==> src/rtl/and3_bist_ctrl_if.sv <==
// Test-access and CUT-side signals of the AND3 BIST controller.
// master: test-access logic plus the CUT (drives start/abort and cut_o).
// slave : the BIST controller itself.
interface and3_bist_ctrl_if;
    localparam int unsigned SIG_W = 8;

    logic             start;
    logic             abort;
    logic             cut_i0;
    logic             cut_i1;
    logic             cut_i2;
    logic             cut_o;
    logic             busy;
    logic             done;
    logic             pass;
    logic [SIG_W-1:0] sig;

    modport master (
        output start, abort, cut_o,
        input  cut_i0, cut_i1, cut_i2, busy, done, pass, sig
    );

    modport slave (
        input  start, abort, cut_o,
        output cut_i0, cut_i1, cut_i2, busy, done, pass, sig
    );
endinterface

==> src/rtl/and3_bist_ctrl.sv <==
// BIST controller for a 3-input AND CUT: LFSR pattern source, SISR
// compaction of the CUT output and a final compare against GOLDEN.
module and3_bist_ctrl #(
    parameter logic [7:0]  SEED   = 8'h01,
    parameter int unsigned N_PAT  = 255,
    parameter logic [7:0]  GOLDEN = 8'h00
) (
    input  logic           clk,
    input  logic           rst,
    and3_bist_ctrl_if.slave bus
);
    localparam int unsigned LFSR_W = 8;
    localparam int unsigned SIG_W  = 8;
    localparam int unsigned CNT_W  = 8;
    localparam int unsigned CUT_W  = 3;

    // An all-zero seed would lock the LFSR, so it is replaced at load.
    localparam logic [LFSR_W-1:0] SEED_EFF = (SEED == 8'h00) ? 8'h01 : SEED;
    localparam logic [CNT_W-1:0]  LAST_CNT = CNT_W'(N_PAT - 1);

    typedef enum logic [2:0] {
        S_IDLE    = 3'd0,
        S_INIT    = 3'd1,
        S_RUN     = 3'd2,
        S_COMPARE = 3'd3,
        S_DONE    = 3'd4
    } state_t;

    state_t             state_q, state_d;
    logic [LFSR_W-1:0]  lfsr_q,  lfsr_d;
    logic [SIG_W-1:0]   sig_q,   sig_d;
    logic [CNT_W-1:0]   cnt_q,   cnt_d;
    logic               pass_q,  pass_d;
    logic               busy_q,  busy_d;
    logic               done_q,  done_d;
    logic [CUT_W-1:0]   cut_q,   cut_d;

    // Fibonacci LFSR, x^8+x^6+x^5+x^4+1.
    function automatic logic [LFSR_W-1:0] lfsr_step(input logic [LFSR_W-1:0] v);
        return {v[6:0], v[7] ^ v[5] ^ v[4] ^ v[3]};
    endfunction

    // Serial-input signature register on the same polynomial.
    function automatic logic [SIG_W-1:0] sisr_step(input logic [SIG_W-1:0] v,
                                                    input logic           din);
        return {v[6:0], v[7] ^ v[5] ^ v[4] ^ v[3] ^ din};
    endfunction

    // State and datapath registers.
    always_ff @(posedge clk or posedge rst) begin
        if (rst) begin
            state_q <= S_IDLE;
            lfsr_q  <= '0;
            sig_q   <= '0;
            cnt_q   <= '0;
            pass_q  <= 1'b0;
            busy_q  <= 1'b0;
            done_q  <= 1'b0;
            cut_q   <= '0;
        end else begin
            state_q <= state_d;
            lfsr_q  <= lfsr_d;
            sig_q   <= sig_d;
            cnt_q   <= cnt_d;
            pass_q  <= pass_d;
            busy_q  <= busy_d;
            done_q  <= done_d;
            cut_q   <= cut_d;
        end
    end

    // Next-state, datapath update and registered-output decode.
    always_comb begin
        state_d = state_q;
        lfsr_d  = lfsr_q;
        sig_d   = sig_q;
        cnt_d   = cnt_q;
        pass_d  = pass_q;
        busy_d  = 1'b0;
        done_d  = 1'b0;
        cut_d   = '0;

        case (state_q)
            S_IDLE: begin
                if (bus.start) begin
                    state_d = S_INIT;
                end
            end
            S_INIT: begin
                lfsr_d  = SEED_EFF;
                sig_d   = '0;
                cnt_d   = '0;
                pass_d  = 1'b0;
                state_d = S_RUN;
            end
            S_RUN: begin
                lfsr_d = lfsr_step(lfsr_q);
                sig_d  = sisr_step(sig_q, bus.cut_o);
                cnt_d  = cnt_q + CNT_W'(1);
                if (cnt_q == LAST_CNT) begin
                    state_d = S_COMPARE;
                end
            end
            S_COMPARE: begin
                pass_d  = (sig_q == GOLDEN);
                state_d = S_DONE;
            end
            S_DONE: begin
                state_d = S_IDLE;
            end
            default: begin
                state_d = S_IDLE;
            end
        endcase

        // Abort wins over any in-flight update; LFSR and signature freeze.
        if (bus.abort && (state_q != S_IDLE)) begin
            state_d = S_IDLE;
            lfsr_d  = lfsr_q;
            sig_d   = sig_q;
            cnt_d   = cnt_q;
            pass_d  = 1'b0;
        end

        // Outputs are decoded from the upcoming state so they are registered.
        busy_d = (state_d == S_INIT) || (state_d == S_RUN) || (state_d == S_COMPARE);
        done_d = (state_d == S_DONE);
        if (state_d == S_RUN) begin
            cut_d = lfsr_d[CUT_W-1:0];
        end
    end

    assign bus.cut_i0 = cut_q[0];
    assign bus.cut_i1 = cut_q[1];
    assign bus.cut_i2 = cut_q[2];
    assign bus.busy   = busy_q;
    assign bus.done   = done_q;
    assign bus.pass   = pass_q;
    assign bus.sig    = sig_q;

endmodule

==> src/flat_wrapper.sv <==
// flat-port wrapper written by rule: the top's interface ports become plain ports
module and3_bist_ctrl_flat 
#(
    parameter logic [7:0]  SEED   = 8'h01,
    parameter int unsigned N_PAT  = 255,
    parameter logic [7:0]  GOLDEN = 8'h00
)
  (clk, rst, bus_start, bus_abort, bus_cut_o, bus_cut_i0, bus_cut_i1, bus_cut_i2, bus_busy, bus_done, bus_pass, bus_sig);
  and3_bist_ctrl_if bus_i ();
  input  logic clk;
  input  logic rst;
  input wire logic [$bits(bus_i.start)-1:0] bus_start;
  input wire logic [$bits(bus_i.abort)-1:0] bus_abort;
  input wire logic [$bits(bus_i.cut_o)-1:0] bus_cut_o;
  output wire logic [$bits(bus_i.cut_i0)-1:0] bus_cut_i0;
  output wire logic [$bits(bus_i.cut_i1)-1:0] bus_cut_i1;
  output wire logic [$bits(bus_i.cut_i2)-1:0] bus_cut_i2;
  output wire logic [$bits(bus_i.busy)-1:0] bus_busy;
  output wire logic [$bits(bus_i.done)-1:0] bus_done;
  output wire logic [$bits(bus_i.pass)-1:0] bus_pass;
  output wire logic [$bits(bus_i.sig)-1:0] bus_sig;
  assign bus_i.start = bus_start;
  assign bus_i.abort = bus_abort;
  assign bus_i.cut_o = bus_cut_o;
  assign bus_cut_i0 = bus_i.cut_i0;
  assign bus_cut_i1 = bus_i.cut_i1;
  assign bus_cut_i2 = bus_i.cut_i2;
  assign bus_busy = bus_i.busy;
  assign bus_done = bus_i.done;
  assign bus_pass = bus_i.pass;
  assign bus_sig = bus_i.sig;
  and3_bist_ctrl #(.SEED(SEED), .N_PAT(N_PAT), .GOLDEN(GOLDEN)) u_core (.clk(clk), .rst(rst), .bus(bus_i));
endmodule
==> config.mk <==
export PLATFORM = sky130hd
export DESIGN_NAME = and3_bist_ctrl_flat
export DESIGN_NICKNAME = d
export VERILOG_FILES = /design/src/rtl/and3_bist_ctrl_if.sv /design/src/rtl/and3_bist_ctrl.sv /design/src/flat_wrapper.sv
export SDC_FILE = /design/constraint.sdc
export NUM_CORES = 1
export LEC_CHECK = 0
export CAP_MARGIN = 0
export CELL_PAD_IN_SITES_DETAIL_PLACEMENT = 0
export CELL_PAD_IN_SITES_GLOBAL_PLACEMENT = 1
export CORE_ASPECT_RATIO = 1.75
export CORE_MARGIN = 8
export CORE_UTILIZATION = 47
export DETAILED_ROUTE_END_ITERATION = 6
export DONT_BUFFER_PORTS = 1
export GPL_TIMING_DRIVEN = 0
export PLACE_DENSITY = 0.74
export SLEW_MARGIN = 20
export SYNTH_ARGS = -nofsm -noshare
export SYNTH_HDL_FRONTEND = slang
export SYNTH_SLANG_ARGS = --single-unit
==> constraint.sdc <==
create_clock -name clk -period 3.2 [get_ports clk]
set_input_delay 0.64 -clock clk [delete_from_list [all_inputs] [get_ports clk]]
set_output_delay 0.64 -clock clk [all_outputs]
set_load 0.01 [all_outputs]
==> impl_results.md <==
- Outcome: complete, no violations
- Post-synth top flop: sky130_fd_sc_hd__dfrtp_1
- Number of H-tree levels: 2
- Clock Root Buffer: sky130_fd_sc_hd__clkbuf_8
- Number of design rule violations left after detail routing: 0
- Setup Total Neg Slack: 0 ns
- Floorplan Core Area: 3070 um^2
- Critical-path maximum fanout: 10
- Element type at the critical path start: flop
- Sw power: 366 uW
- Count of different cell masters after synthesis: 31
- Wire length of the first global-routing pass: 4980 um
- Hold violation total from the final report: 0
- Most instantiated library cell after synthesis: sky130_fd_sc_hd__dfrtp_1
- Internal: 758 uW
- TritonCTS sink count: 33
- Min-delay worst type: input port to async pin
- Post-synth ARST share: 100%
- Leak: 0.739 nW
- Max-cap violations: 0
- Top post-synthesis cells by area: sky130_fd_sc_hd__dfrtp_1, sky130_fd_sc_hd__a22o_1, sky130_fd_sc_hd__xnor2_1
- Total routing usage reported by global routing: 12.3%
- Via count of the first global-routing pass: 1,056
- Total congestion overflow after global routing: 0
- Diode count: 0
- Vias/cell: 5.29
- Data arrival at the endpoint of the critical path: 1.86 ns
- Initial antenna violation count: 0
- Nets: 143
- Setup slack, reg-to-reg: 1.56 ns
- Worst EP required: 3.42 ns
- Synthesized instance count: 129
- I/O pin count: 19
- Comb pwr share: 22.7%
- Resized Gates After CTS: 0
- Number of synthesized flops with an enable pin: 0
- Worst R2R Start: u_core.state_q[0]
- Min Tclk post-route: 1.64 ns
- Average routed wire per standard cell: 15.0 um
- Unrepaired setup endpoints after global routing: no
- Cell types with the highest counts after synthesis: sky130_fd_sc_hd__dfrtp_1, sky130_fd_sc_hd__nor2_1, sky130_fd_sc_hd__a22o_1
- Via count: 952
- Crit path launch: u_core.state_q[0]
- Post-Synthesis Net Count: 136
- Endpoint class of the critical path: flop
- Transition time at the pin with the least slew margin: 0.661 ns
- Warning count from the yosys run: 0
- Syn-to-layout area delta: 9.51%
- Hold-fix buffers, CTS: 0
- Cts bufs inserted: 5
- Switching part of the total: 32.5%
- Pins Over Slew Limit: 0
- Overall die area: 5250 um^2
- Average size of a mapped cell: 11.4 um^2
- DRT Pass-1 Iters: 4
- Classification of the worst setup path: flop to flop
- Clock Tree Buf Depth: 2
- Total design power: 1.12 mW
- Slew margin rel.: 55.8%
- # port buffers: 0
- Total wire length: 2710 um
- Clock group share of total power: 26.8%
- Largest net degree at the start of global routing: 34
- Upper clock frequency limit: 0.610 GHz
- Register clock-pin slew on the reported worst setup and hold paths: 0.07 ns
- Number of antenna-violating nets in the routed design: 0
- Peak supply drop: 0.454 mV
- Routability congestion estimate from global placement: 0.784
- Final setup violation count: 0
- Proportion of power drawn by flip-flops and latches: 50.5%
- Fraction of post-synthesis cell area in the top cell type by area: 56.0%
- DRT iter0 DRCs: 25
- Cell Pwr Density: 696 nW/um^2
- Sequential element share of the synthesized area: 56.0%
- Post-synthesis sequential element count: 33
- Number of cell rows: 27
- Cell type contributing the most total cell area after synthesis: sky130_fd_sc_hd__dfrtp_1
- Period utilization: 51.3%
- Clock latency of the later-clocked register in the worst-skew pair: 0.28 ns
- Layout cells sized above 1: 15.3%
- TritonCTS clock tree: done
- Die width: 58.3 um
- Worst Skew: 0.00802 ns
- Starting density of the core: 47.9%
- Vertical die dimension: 90.1 um
- Area of the mapped netlist: 1470 um^2
- Post-CTS Repair Setup Buffers: 0
- Detailed-placement wirelength estimate: 1910 um
[worst paths after layout]
kind,end,cells after the start
hold / removal,u_core.cnt_q[5],1
hold reg to reg,u_core.lfsr_q[1],2
min in group clk,u_core.lfsr_q[1],2
setup reg to reg,u_core.cut_q[2],6
setup / recovery,u_core.cut_q[2],6
max in group asynchronous,u_core.lfsr_q[5],1
[per-stage QoR]
step                      instances  setup slack, ns  hold slack (ns)  util (%)  instance area (um^2)
final                           180             1.56            0.328      52.5                  1610
after CTS                       180             1.54            0.360      52.5                  1610
after detailed placement        172             1.41            0.462      49.7                  1530
after floorplan                 129             1.50            0.445         -                  1470
after global routing            180             1.41            0.386      52.5                  1610
after global placement          172             1.42            0.460      49.7                  1530
[cell usage in the layout (no fill, tap or decap), types with 2 or more instances in the layout]
| master | netlist | routed |
|---|---|---|
| sky130_fd_sc_hd__buf_4 | 2 | 2 |
| sky130_fd_sc_hd__nor3_1 | 4 | 4 |
| sky130_fd_sc_hd__clkbuf_8 | 0 | 5 |
| sky130_fd_sc_hd__nand3_1 | 5 | 5 |
| sky130_fd_sc_hd__dfrtp_1 | 33 | 33 |
| sky130_fd_sc_hd__a22o_1 | 13 | 13 |
| sky130_fd_sc_hd__nand2b_1 | 3 | 3 |
| sky130_fd_sc_hd__xor2_1 | 2 | 2 |
| sky130_fd_sc_hd__clkinv_2 | 1 | 3 |
| sky130_fd_sc_hd__nor2_1 | 14 | 14 |
| sky130_fd_sc_hd__buf_6 | 3 | 3 |
| sky130_fd_sc_hd__nor4_1 | 5 | 5 |
| sky130_fd_sc_hd__xnor2_1 | 11 | 11 |
| sky130_fd_sc_hd__nand2_1 | 12 | 12 |
| sky130_fd_sc_hd__o21ai_0 | 2 | 2 |
| sky130_fd_sc_hd__ha_1 | 2 | 2 |
[power by group through the flow]
stage | clock network, mW | registers, mW | logic (mW)
2_1_floorplan | 0 | 0.558 | 0.215
3_3_place_gp | 0 | 0.575 | 0.254
3_5_place_dp | 0 | 0.576 | 0.257
4_1_cts | 0.314 | 0.570 | 0.260
5_1_grt | 0.333 | 0.579 | 0.294
6_report | 0.302 | 0.568 | 0.255
[area by class of cell]
type | count | area [um^2]
Fill cell | 293 | 1460
Sequential cell | 33 | 826
Multi-Input combinational cell | 87 | 582
Clock buffer | 5 | 68.8
Buffer | 6 | 53.8
Tap cell | 43 | 53.8
Clock inverter | 3 | 17.5
Inverter | 3 | 12.5
[worst max-delay path, cell delays in order (launching register included)]
cell and delay, ns:
sky130_fd_sc_hd__dfrtp_1 0.36, sky130_fd_sc_hd__buf_4 0.16, sky130_fd_sc_hd__nand2b_1 0.23, sky130_fd_sc_hd__nor2_2 0.33, sky130_fd_sc_hd__buf_2 0.30, sky130_fd_sc_hd__nand2_1 0.10, sky130_fd_sc_hd__nor2_1 0.10
[state kept, by name (all words and copies together) (netlist names)]
register / count
u_core.bus.done: 1
u_core.cnt_q: 8
u_core.state_q: 3
u_core.lfsr_q: 8
u_core.cut_q: 3
u_core.bus.pass: 1
u_core.bus.busy: 1
u_core.bus.sig: 8
[routing by layer]
layer	routed length [um]	vias to the layer above	track usage (%)
met5	0	-	0
met4	71	0	7.61
met3	141	5	4.14
met2	1390	17	19.7
met1	1100	473	13.3
li1	-	457	-
[kinds of logic (layout without fill, tap and decap cells)]
kind of cell               Yosys count  after routing  synth area share, %
and+or+nand+nor                     50             50                 16.9
DFF                                 33             33                 56.0
AOI/OAI and AO/OA                   20             20                 11.4
xor gates and xnor gates            14             14                 8.83
buffers and inverters                9             17                 4.50
adders and majority gates            2              2                 1.70
muxes                                1              1                0.679
(Power assumes the default switching activity.)
